File: config.mk
export PLATFORM = sky130hd
export DESIGN_NAME = ps2_rx_fifo
export DESIGN_NICKNAME = d
export VERILOG_FILES = /design/src/rtl/ps2_rx_fifo.sv
export SDC_FILE = /design/constraint.sdc
export NUM_CORES = 1
export LEC_CHECK = 0
export CAP_MARGIN = 20
export CORE_ASPECT_RATIO = 0.6
export CORE_MARGIN = 2
export CORE_UTILIZATION = 49
export CTS_CLUSTER_SIZE = 25
export DETAILED_ROUTE_END_ITERATION = 16
export PLACE_DENSITY = 0.69
export SLEW_MARGIN = 20
export SYNTH_ARGS = -nofsm -noshare
export SYNTH_HDL_FRONTEND = slang
export SYNTH_SLANG_ARGS = --single-unit
File: constraint.sdc
create_clock -name clk -period 3.4 [get_ports clk]
set_input_delay 0.85 -clock clk [delete_from_list [all_inputs] [get_ports clk]]
set_output_delay 0.85 -clock clk [all_outputs]
set_load 0.05 [all_outputs]
File: src/rtl/ps2_rx_fifo.sv
// PS/2 device-to-host receiver: pin synchronisers, glitch filters, 11-bit frame
// decoder with start/parity/stop/timeout checks, and a byte FIFO drained by valid/ready.
module ps2_rx_fifo #(
  parameter int unsigned CLK_FREQ_HZ = 50_000_000,
  parameter int unsigned FIFO_DEPTH  = 16,
  parameter int unsigned FILTER_LEN  = 8,
  parameter int unsigned TIMEOUT_US  = 200
) (
  input  logic                          clk,
  input  logic                          rstn,
  input  logic                          PS2_CLK,
  input  logic                          PS2_DATA,
  output logic [7:0]                    o_data,
  output logic                          o_valid,
  input  logic                          i_ready,
  output logic [$clog2(FIFO_DEPTH):0]   o_count,
  output logic                          o_parity_err,
  output logic                          o_frame_err,
  output logic                          o_overflow,
  input  logic                          i_clr
);

  localparam int unsigned AW        = $clog2(FIFO_DEPTH);
  localparam int unsigned FW        = $clog2(FILTER_LEN + 1);
  localparam int unsigned TO_CYCLES = CLK_FREQ_HZ / 1_000_000 * TIMEOUT_US;
  localparam int unsigned TW        = $clog2(TO_CYCLES + 1);

  typedef enum logic [1:0] {IDLE, DATA, PARITY, STOP} state_t;

  logic [1:0]    clk_sync, dat_sync;
  logic [1:0]    line_sync, line_filt;
  logic [FW-1:0] filt_cnt [2];
  logic          filt_clk_d;
  logic          fall, din;

  always_ff @(posedge clk or negedge rstn) begin
    if (!rstn) begin
      clk_sync <= '1;
      dat_sync <= '1;
    end else begin
      clk_sync <= {clk_sync[0], PS2_CLK};
      dat_sync <= {dat_sync[0], PS2_DATA};
    end
  end

  assign line_sync = {dat_sync[1], clk_sync[1]};

  // Bit 0 is the clock line, bit 1 the data line.
  always_ff @(posedge clk or negedge rstn) begin
    if (!rstn) begin
      line_filt  <= '1;
      filt_clk_d <= 1'b1;
      for (int unsigned i = 0; i < 2; i++) filt_cnt[i] <= '0;
    end else begin
      filt_clk_d <= line_filt[0];
      for (int unsigned i = 0; i < 2; i++) begin
        if (line_sync[i] != line_filt[i]) begin
          if (filt_cnt[i] == FW'(FILTER_LEN - 1)) begin
            line_filt[i] <= line_sync[i];
            filt_cnt[i]  <= '0;
          end else begin
            filt_cnt[i] <= filt_cnt[i] + FW'(1);
          end
        end else begin
          filt_cnt[i] <= '0;
        end
      end
    end
  end

  assign fall = filt_clk_d & ~line_filt[0];
  assign din  = line_filt[1];

  state_t        state_q, state_d;
  logic [7:0]    shreg_q, shreg_d;
  logic [2:0]    bitidx_q, bitidx_d;
  logic          par_q, par_d;
  logic [TW-1:0] tcnt_q, tcnt_d;
  logic          push, perr, ferr;

  always_ff @(posedge clk or negedge rstn) begin
    if (!rstn) begin
      state_q      <= IDLE;
      shreg_q      <= '0;
      bitidx_q     <= '0;
      par_q        <= 1'b0;
      tcnt_q       <= '0;
      o_parity_err <= 1'b0;
      o_frame_err  <= 1'b0;
    end else begin
      state_q      <= state_d;
      shreg_q      <= shreg_d;
      bitidx_q     <= bitidx_d;
      par_q        <= par_d;
      tcnt_q       <= tcnt_d;
      o_parity_err <= perr;
      o_frame_err  <= ferr;
    end
  end

  always_comb begin
    state_d  = state_q;
    shreg_d  = shreg_q;
    bitidx_d = bitidx_q;
    par_d    = par_q;
    tcnt_d   = tcnt_q;
    push     = 1'b0;
    perr     = 1'b0;
    ferr     = 1'b0;
    case (state_q)
      IDLE: begin
        tcnt_d = '0;
        if (fall) begin
          if (!din) begin
            state_d  = DATA;
            bitidx_d = '0;
          end else begin
            ferr = 1'b1;
          end
        end
      end
      DATA: begin
        if (fall) begin
          shreg_d  = {din, shreg_q[7:1]};
          bitidx_d = bitidx_q + 3'd1;
          if (bitidx_q == 3'd7) state_d = PARITY;
        end
      end
      PARITY: begin
        if (fall) begin
          par_d   = din;
          state_d = STOP;
        end
      end
      STOP: begin
        if (fall) begin
          state_d = IDLE;
          if (!din)                  ferr = 1'b1;
          else if (!(^shreg_q ^ par_q)) perr = 1'b1;
          else                       push = 1'b1;
        end
      end
      default: state_d = IDLE;
    endcase
    // Timeout only runs while a frame is open; every fall restarts it.
    if (state_q != IDLE) begin
      if (fall) begin
        tcnt_d = '0;
      end else if (tcnt_q == TW'(TO_CYCLES - 1)) begin
        ferr    = 1'b1;
        state_d = IDLE;
        tcnt_d  = '0;
      end else begin
        tcnt_d = tcnt_q + TW'(1);
      end
    end
  end

  logic [7:0]  mem [FIFO_DEPTH];
  logic [AW:0] wr_ptr, rd_ptr, rd_next;
  logic        full, pop, push_ok, drop;

  assign o_count = wr_ptr - rd_ptr;
  assign o_valid = (wr_ptr != rd_ptr);
  assign full    = (o_count == (AW+1)'(FIFO_DEPTH));
  assign pop     = o_valid & i_ready;
  assign push_ok = push & (~full | pop);
  assign drop    = push & full & ~pop;
  assign rd_next = rd_ptr + (AW+1)'(pop);

  always_ff @(posedge clk) begin
    if (push_ok) mem[wr_ptr[AW-1:0]] <= shreg_q;
  end

  // o_data is registered: load the incoming byte when it lands at the head,
  // otherwise the stored entry that becomes the head.
  always_ff @(posedge clk or negedge rstn) begin
    if (!rstn) begin
      wr_ptr     <= '0;
      rd_ptr     <= '0;
      o_data     <= '0;
      o_overflow <= 1'b0;
    end else begin
      wr_ptr <= wr_ptr + (AW+1)'(push_ok);
      rd_ptr <= rd_next;
      if (push_ok && (rd_next == wr_ptr)) o_data <= shreg_q;
      else if (rd_next != wr_ptr)         o_data <= mem[rd_next[AW-1:0]];
      if (drop)       o_overflow <= 1'b1;
      else if (i_clr) o_overflow <= 1'b0;
    end
  end

endmodule

==> flow_metrics.env, run 1 <==
export IMPL_synthMuxAreaShare_pct=10.3
export IMPL_synthTopCellsByArea="edfxtp_1 (47%), dfrtp_1 (17%), mux4_2 (8.8%)"
export IMPL_clk_pin_slew_ns=0.07
export IMPL_cts_root_buffer="clkbuf_16"
export IMPL_wl_microns=17600
export IMPL_port_buffers=22
export IMPL_cts_buffers=17
export IMPL_tritoncts="yes"
export IMPL_vias=4834
export IMPL_cts_buffer_depth=2
export IMPL_powerDensity_nw_per_um2=738
export IMPL_run_status="finished clean"
export IMPL_gp_congestion=0.846
export IMPL_fin_ws_ns=0.160
export IMPL_place_hpwl_microns=11700
export IMPL_ant_nets=0
export IMPL_syn_area_sq_um=8210
export IMPL_post_route_period_util_pct=95.3
export IMPL_synth_fa_ha_area_share_pct=2.99
export IMPL_syn_to_final_growth_pct=16.1
export IMPL_postCtsHoldBufs=0
export IMPL_cp_max_fo=4
export IMPL_initial_utilization_pct=50.3
export IMPL_synth_seq_cells=192
export IMPL_fillers=1257
export IMPL_worst_pin_slew_ns=0.822
export IMPL_postSynthAreaPerCell_sq_um=15.1
export IMPL_cap_violations=0
export IMPL_grt_max_degree=65
export IMPL_path_class="flip-flop to output pin"
export IMPL_finalSetupViolations=0
export IMPL_slew_headroom_pct=45.2
export IMPL_finClkSkew_ns=0.0123
export IMPL_ys_flop_type="edfxtp_1"
export IMPL_pre_cts_ws_ns=0.183
export IMPL_fin_hold_ws_ns=0.356
export IMPL_yosys_warnings=0
export IMPL_rsz0062_at_grt="no"
export IMPL_cp_arrival_ns=2.39
export IMPL_drt_vias_per_instance=5.74
export IMPL_setup_worst_path_end_class="output pin"
export IMPL_grt_ovfl_total=0
export IMPL_h_tree_depth=4
export IMPL_timing_final_max_slew_violations=0
export IMPL_synthCells=544
export IMPL_die_h_microns=104
export IMPL_start_kind="flip-flop"
export IMPL_place_area_sq_um=8920
export IMPL_max_freq_mhz=309
export IMPL_required_ns=2.55
export IMPL_synth_simple_area_share_pct=9.61
export IMPL_synthArstFlopShare_pct=33.3
export IMPL_grt_pass1_wl_microns=28000
export IMPL_leakage_nw=3.60
export IMPL_rows=36
export IMPL_synth_compound_area_share_pct=4.32
export IMPL_drt_wirelength_per_cell_microns=20.9
export IMPL_final_cell_area_sq_um=9530
export IMPL_yosysTopAreaCellShare_pct=46.8
export IMPL_ios=23
export IMPL_hp_class="flip-flop to flip-flop"
export IMPL_drive_above_1_share_pct=22.1
export IMPL_yosysUniqueCellTypes=47
export IMPL_die_area_sq_um=17800
export IMPL_post_route_min_period_ns=3.24
export IMPL_synth_common_cells="edfxtp_1 (128), dfrtp_1 (57), nand2_1 (54), mux4_2 (32), nor2_1 (29)"
export IMPL_grt_usage_pct=21.3
export IMPL_clk_latency_ns=0.44
export IMPL_antenna_found_initial=0
export IMPL_max_vdd_ir_drop_mv=0.392
export IMPL_synth_nets=569
export IMPL_ys_seq_area_share_pct=66.5
export IMPL_cts_sinks=192
export IMPL_post_cts_buffers=0
export IMPL_core_sq_um=16300
export IMPL_drc=0
export IMPL_yosysMostFrequentCell="edfxtp_1"
export IMPL_die_w_microns=171
export IMPL_synth_edf_count=128
export IMPL_yosysTopAreaCell="edfxtp_1"
export IMPL_synth_xor_area_share_pct=4.30
export IMPL_dr_pass1_iters=6
export IMPL_first_iter_violations=553
export IMPL_layout_nets=626
export IMPL_grt_pass1_vias=4898
export IMPL_synth_top_family_by_area="multiplexers"
export IMPL_diodes=0
export IMPL_hold_viol=0
metrics by stage:
| step | util (%) | setup TNS [ns] | total power (W) | cells |
|---|---|---|---|---|
| floorplan | - | -0.827 | 0.00436 | 544 |
| global placement | 54.7 | 0 | 0.00501 | 810 |
| detailed placement | 54.7 | 0 | 0.00508 | 810 |
| CTS | 58.4 | 0 | 0.00707 | 842 |
| global route | 58.4 | 0 | 0.00738 | 842 |
| finish | 58.4 | 0 | 0.00703 | 842 |
power breakdown:
group,internal (W),switching [W],total (W)
clock,0.00101,0.000976,0.00199
combinational,0.000867,0.00137,0.00223
sequential,0.00265,0.000158,0.00281
total,0.00452,0.00250,0.00703
layout by cell type, fill, tap and decap left out, types with 21 or more instances in the layout:
cell / n
buf_4: 38
nand3_1: 23
mux4_2: 32
nand2_1: 54
o21ai_0: 22
edfxtp_1: 128
xnor2_1: 21
nor2_1: 29
dfrtp_1: 57
path summary, 6_finish.rpt:
kind,cells after the start,slack [ns],to,from
setup / recovery,7,0.16,o_count[3],rd_ptr[1]
max in group asynchronous,2,2.27,wr_ptr[0],rstn
min in group asynchronous,2,0.58,filt_cnt[7],rstn
hold / removal,0,0.36,dat_sync[1],dat_sync[0]
setup reg to reg,12,0.37,o_data[5],rd_ptr[2]
hold reg to reg,0,0.36,dat_sync[1],dat_sync[0]
state kept, by name, indices dropped and copies added, names as in the netlist, 3 cells and up:
name      cells
mem         128
tcnt_q       14
bitidx_q      3
shreg_q       8
rd_ptr        5
o_data        8
filt_cnt      8
wr_ptr        5
per-layer routing:
layer  share of wire, %  GRT usage (%)  up-vias
met1                 46           31.8     2495
met4               0.93           6.36        0
li1                   -              -     2152
met5                  0              0        -
met2                 45           30.2      172
met3                7.8           6.51       15
layout make-up:
class / count / area, sq um / area share (%)
Clock buffer: 18 / 439 / 4.61
Clock inverter: 14 / 164 / 1.72
Inverter: 17 / 63.8 / 0.670
Multi-Input combinational cell: 313 / 2590 / 27.2
Sequential cell: 192 / 5450 / 57.3
Tap cell: 228 / 285 / 2.99
Timing Repair Buffer: 60 / 532 / 5.58
kinds of logic (layout without fill, tap and decap cells):
kind of cell    after synthesis  count (layout)
flops                       192             192
simple gates                159             159
compound gates               55              55
mux                          43              43
buf+inv                      39             109
xor+xnor                     37              37
fa+ha+maj                    19              19
critical path: stages, from the launching register on:
cell and delay (ns):
dfrtp_1 0.45, inv_1 0.07, ha_1 0.28, nor2b_1 0.14, o21ai_0 0.22, nor3b_1 0.51
nor2_1 0.08, buf_4 0.21
repair_timing:
item,in CTS,in global routing
setup endpoints to repair,0,1
resized for setup,0,2
endpoints found under the hold margin,0,0
Note: power is estimated with default switching activity, not from simulation.
==> run 2: changes to the inputs <==
--- a/config.mk
+++ b/config.mk
@@ -5,6 +5,7 @@
 export SDC_FILE = /design/constraint.sdc
 export NUM_CORES = 1
 export LEC_CHECK = 0
+export ABC_AREA = 1
 export CAP_MARGIN = 20
 export CORE_ASPECT_RATIO = 0.6
 export CORE_MARGIN = 2
@@ -12,6 +13,7 @@
 export CTS_CLUSTER_SIZE = 25
 export DETAILED_ROUTE_END_ITERATION = 16
 export PLACE_DENSITY = 0.69
+export SKIP_CTS_REPAIR_TIMING = 1
 export SLEW_MARGIN = 20
 export SYNTH_ARGS = -nofsm -noshare
 export SYNTH_HDL_FRONTEND = slang
==> run 2 against run 1 <==
- fmax shrank 1.5%
- largest power group is now combinational cells
- largest cell class unchanged
- combinational power grew 52%
- register-to-register slack lost 0.15 ns
- cell count grew 25%
- critical path type unchanged
==> flow_metrics.env, run 2 <==
export IMPL_slew_headroom_pct=49.6
export IMPL_post_route_period_util_pct=96.7
export IMPL_die_area_sq_um=18200
export IMPL_cts_buffers=17
export IMPL_leakage_nw=3.87
export IMPL_finClkSkew_ns=0.0129
export IMPL_setup_worst_path_end_class="output pin"
export IMPL_post_route_min_period_ns=3.29
export IMPL_min_from="clk_sync[0]"
export IMPL_cp_arrival_ns=2.44
export IMPL_drc=0
export IMPL_dr_pass1_iters=5
export IMPL_clk_pin_slew_ns=0.07
export IMPL_core_sq_um=16500
export IMPL_ant_nets=0
export IMPL_yosysUniqueCellTypes=41
export IMPL_cts_buffer_depth=2
export IMPL_drive_above_1_share_pct=11.8
export IMPL_r2r_setup_slack_ns=0.22
export IMPL_fin_util_pct=58.4
export IMPL_max_vdd_ir_drop_mv=0.865
export IMPL_hold_path_depth=0
export IMPL_r2r_end="mem[9][3]"
export IMPL_largest_register_ffs=128
export IMPL_syn_area_sq_um=8360
export IMPL_grt_pass1_vias=5710
export IMPL_layout_commonest_cell="nor2_1"
export IMPL_syn_to_final_growth_pct=15.0
export IMPL_wl_microns=19700
export IMPL_max_freq_mhz=304
export IMPL_grt_ovfl_total=0
export IMPL_start_kind="flip-flop"
export IMPL_rsz0062_at_grt="no"
export IMPL_yosysTopAreaCell="edfxtp_1"
export IMPL_tritoncts="yes"
export IMPL_fin_hold_ws_ns=0.358
export IMPL_ios=23
export IMPL_port_buffers=22
export IMPL_synthCells=757
export IMPL_grt_max_degree=67
export IMPL_die_h_microns=105
export IMPL_powerDensity_nw_per_um2=845
export IMPL_reg2regPathDepth=13
export IMPL_ys_seq_area_share_pct=65.2
export IMPL_yosysTopAreaCellShare_pct=46.0
export IMPL_finalSetupViolations=0
export IMPL_final_cell_area_sq_um=9620
export IMPL_h_tree_depth=4
export IMPL_reg2reg_from="wr_ptr[0]"
export IMPL_cp_max_fo=5
export IMPL_die_w_microns=173
export IMPL_hold_viol=0
export IMPL_grt_pass1_wl_microns=31600
export IMPL_hp_class="flip-flop to flip-flop"
export IMPL_p_total_w=0.00813
export IMPL_postSynthAreaPerCell_sq_um=11.0
export IMPL_vias=5949
export IMPL_run_status="finished clean"
export IMPL_whs_endpoint="clk_sync[1]"
export IMPL_synth_common_cells="nor2_1 (132), edfxtp_1 (128), nand2_1 (89), o21ai_0 (77), dfrtp_1 (57)"
export IMPL_diodes=0
export IMPL_timing_final_max_slew_violations=0
export IMPL_synth_seq_cells=192
export IMPL_gp_congestion=0.918
export IMPL_drt_wirelength_per_cell_microns=18.7
export IMPL_layout_common_cells="nor2_1 (132), edfxtp_1 (128), nand2_1 (89)"
export IMPL_place_hpwl_microns=13400
export IMPL_cts_sinks=192
export IMPL_yosysMostFrequentCell="nor2_1"
export IMPL_required_ns=2.55
export IMPL_synthTopCellsByArea="edfxtp_1 (46%), dfrtp_1 (17%), nor2_1 (5.9%)"
export IMPL_drt_vias_per_instance=5.66
export IMPL_path_class="flip-flop to output pin"
export IMPL_first_iter_violations=912
export IMPL_cts_root_buffer="clkbuf_16"
export IMPL_initial_utilization_pct=50.7
export IMPL_fillers=1353
export IMPL_place_area_sq_um=9070
export IMPL_synth_edf_count=128
export IMPL_synthArstFlopShare_pct=33.3
export IMPL_synth_nets=782
export IMPL_cap_violations=0
export IMPL_rows=36
export IMPL_ys_flop_type="edfxtp_1"
export IMPL_antenna_found_initial=0
export IMPL_yosys_warnings=0
export IMPL_layout_nets=835
export IMPL_worst_pin_slew_ns=0.756
export IMPL_clk_latency_ns=0.44
export IMPL_grt_usage_pct=22.6
[run 2: critical path: stages (launching register included)]
cell and delay (ns):
dfrtp_1 0.49, inv_1 0.08, ha_1 0.35, nand2_1 0.10, nor2_1 0.05, nand2_1 0.10, clkdlybuf4s50_1 0.82
[run 2: cells by family after synthesis]
kind of cell	Yosys count	synth area share, %
DFF	192	65.2
xor gates and xnor gates	17	2.09
buffers and inverters	87	4.13
AOI/OAI and AO/OA	135	9.65
adders and majority gates	19	2.93
muxes	3	0.404
and+or+nand+nor	304	15.6
[run 2: final cells by class]
cell class / count / area, sq um / area share (%)
Tap cell: 228 / 285 / 2.97
Inverter: 60 / 225 / 2.34
Clock inverter: 15 / 121 / 1.26
Timing Repair Buffer: 61 / 546 / 5.67
Sequential cell: 192 / 5450 / 56.7
Clock buffer: 17 / 425 / 4.42
Multi-Input combinational cell: 478 / 2560 / 26.6
[run 2: worst max-delay path by stage]
stage / start / to / slack [ns]
floorplan: rd_ptr[3] / o_data[1] / 0.31
global placement: i_ready / o_data[7] / 0.27
detailed placement: i_ready / o_data[7] / 0.23
CTS: rd_ptr[2] / o_count[3] / -0.06
global route: rd_ptr[3] / o_valid / 0.01
finish: rd_ptr[3] / o_valid / 0.11
[run 2: metrics by stage]
step / instances / setup TNS [ns] / setup slack, ns
after CTS: 1051 / -0.0895 / -0.0608
after global routing: 1051 / 0 / 0.0124
after floorplan: 757 / 0 / 0.314
final: 1051 / 0 / 0.112
after global placement: 1019 / 0 / 0.273
after detailed placement: 1019 / 0 / 0.234
[run 2: report_power, final]
| group | internal [W] | switching [W] | total (W) | leakage, nW |
|---|---|---|---|---|
| logic | 0.00114 | 0.00226 | 0.00340 | 1.56 |
| clock network | 0.000958 | 0.000931 | 0.00189 | 0.265 |
| registers | 0.00267 | 0.000168 | 0.00284 | 2.05 |
[run 2: per-layer routing]
layer  vias to the layer above  wire length (microns)  global-route usage, %
met5                         -                      0                      0
met4                         0                    179                   5.69
met3                        16                   1720                   4.88
met2                       261                   8340                   32.0
met1                      2915                   9420                   35.4
li1                       2757                      -                      -
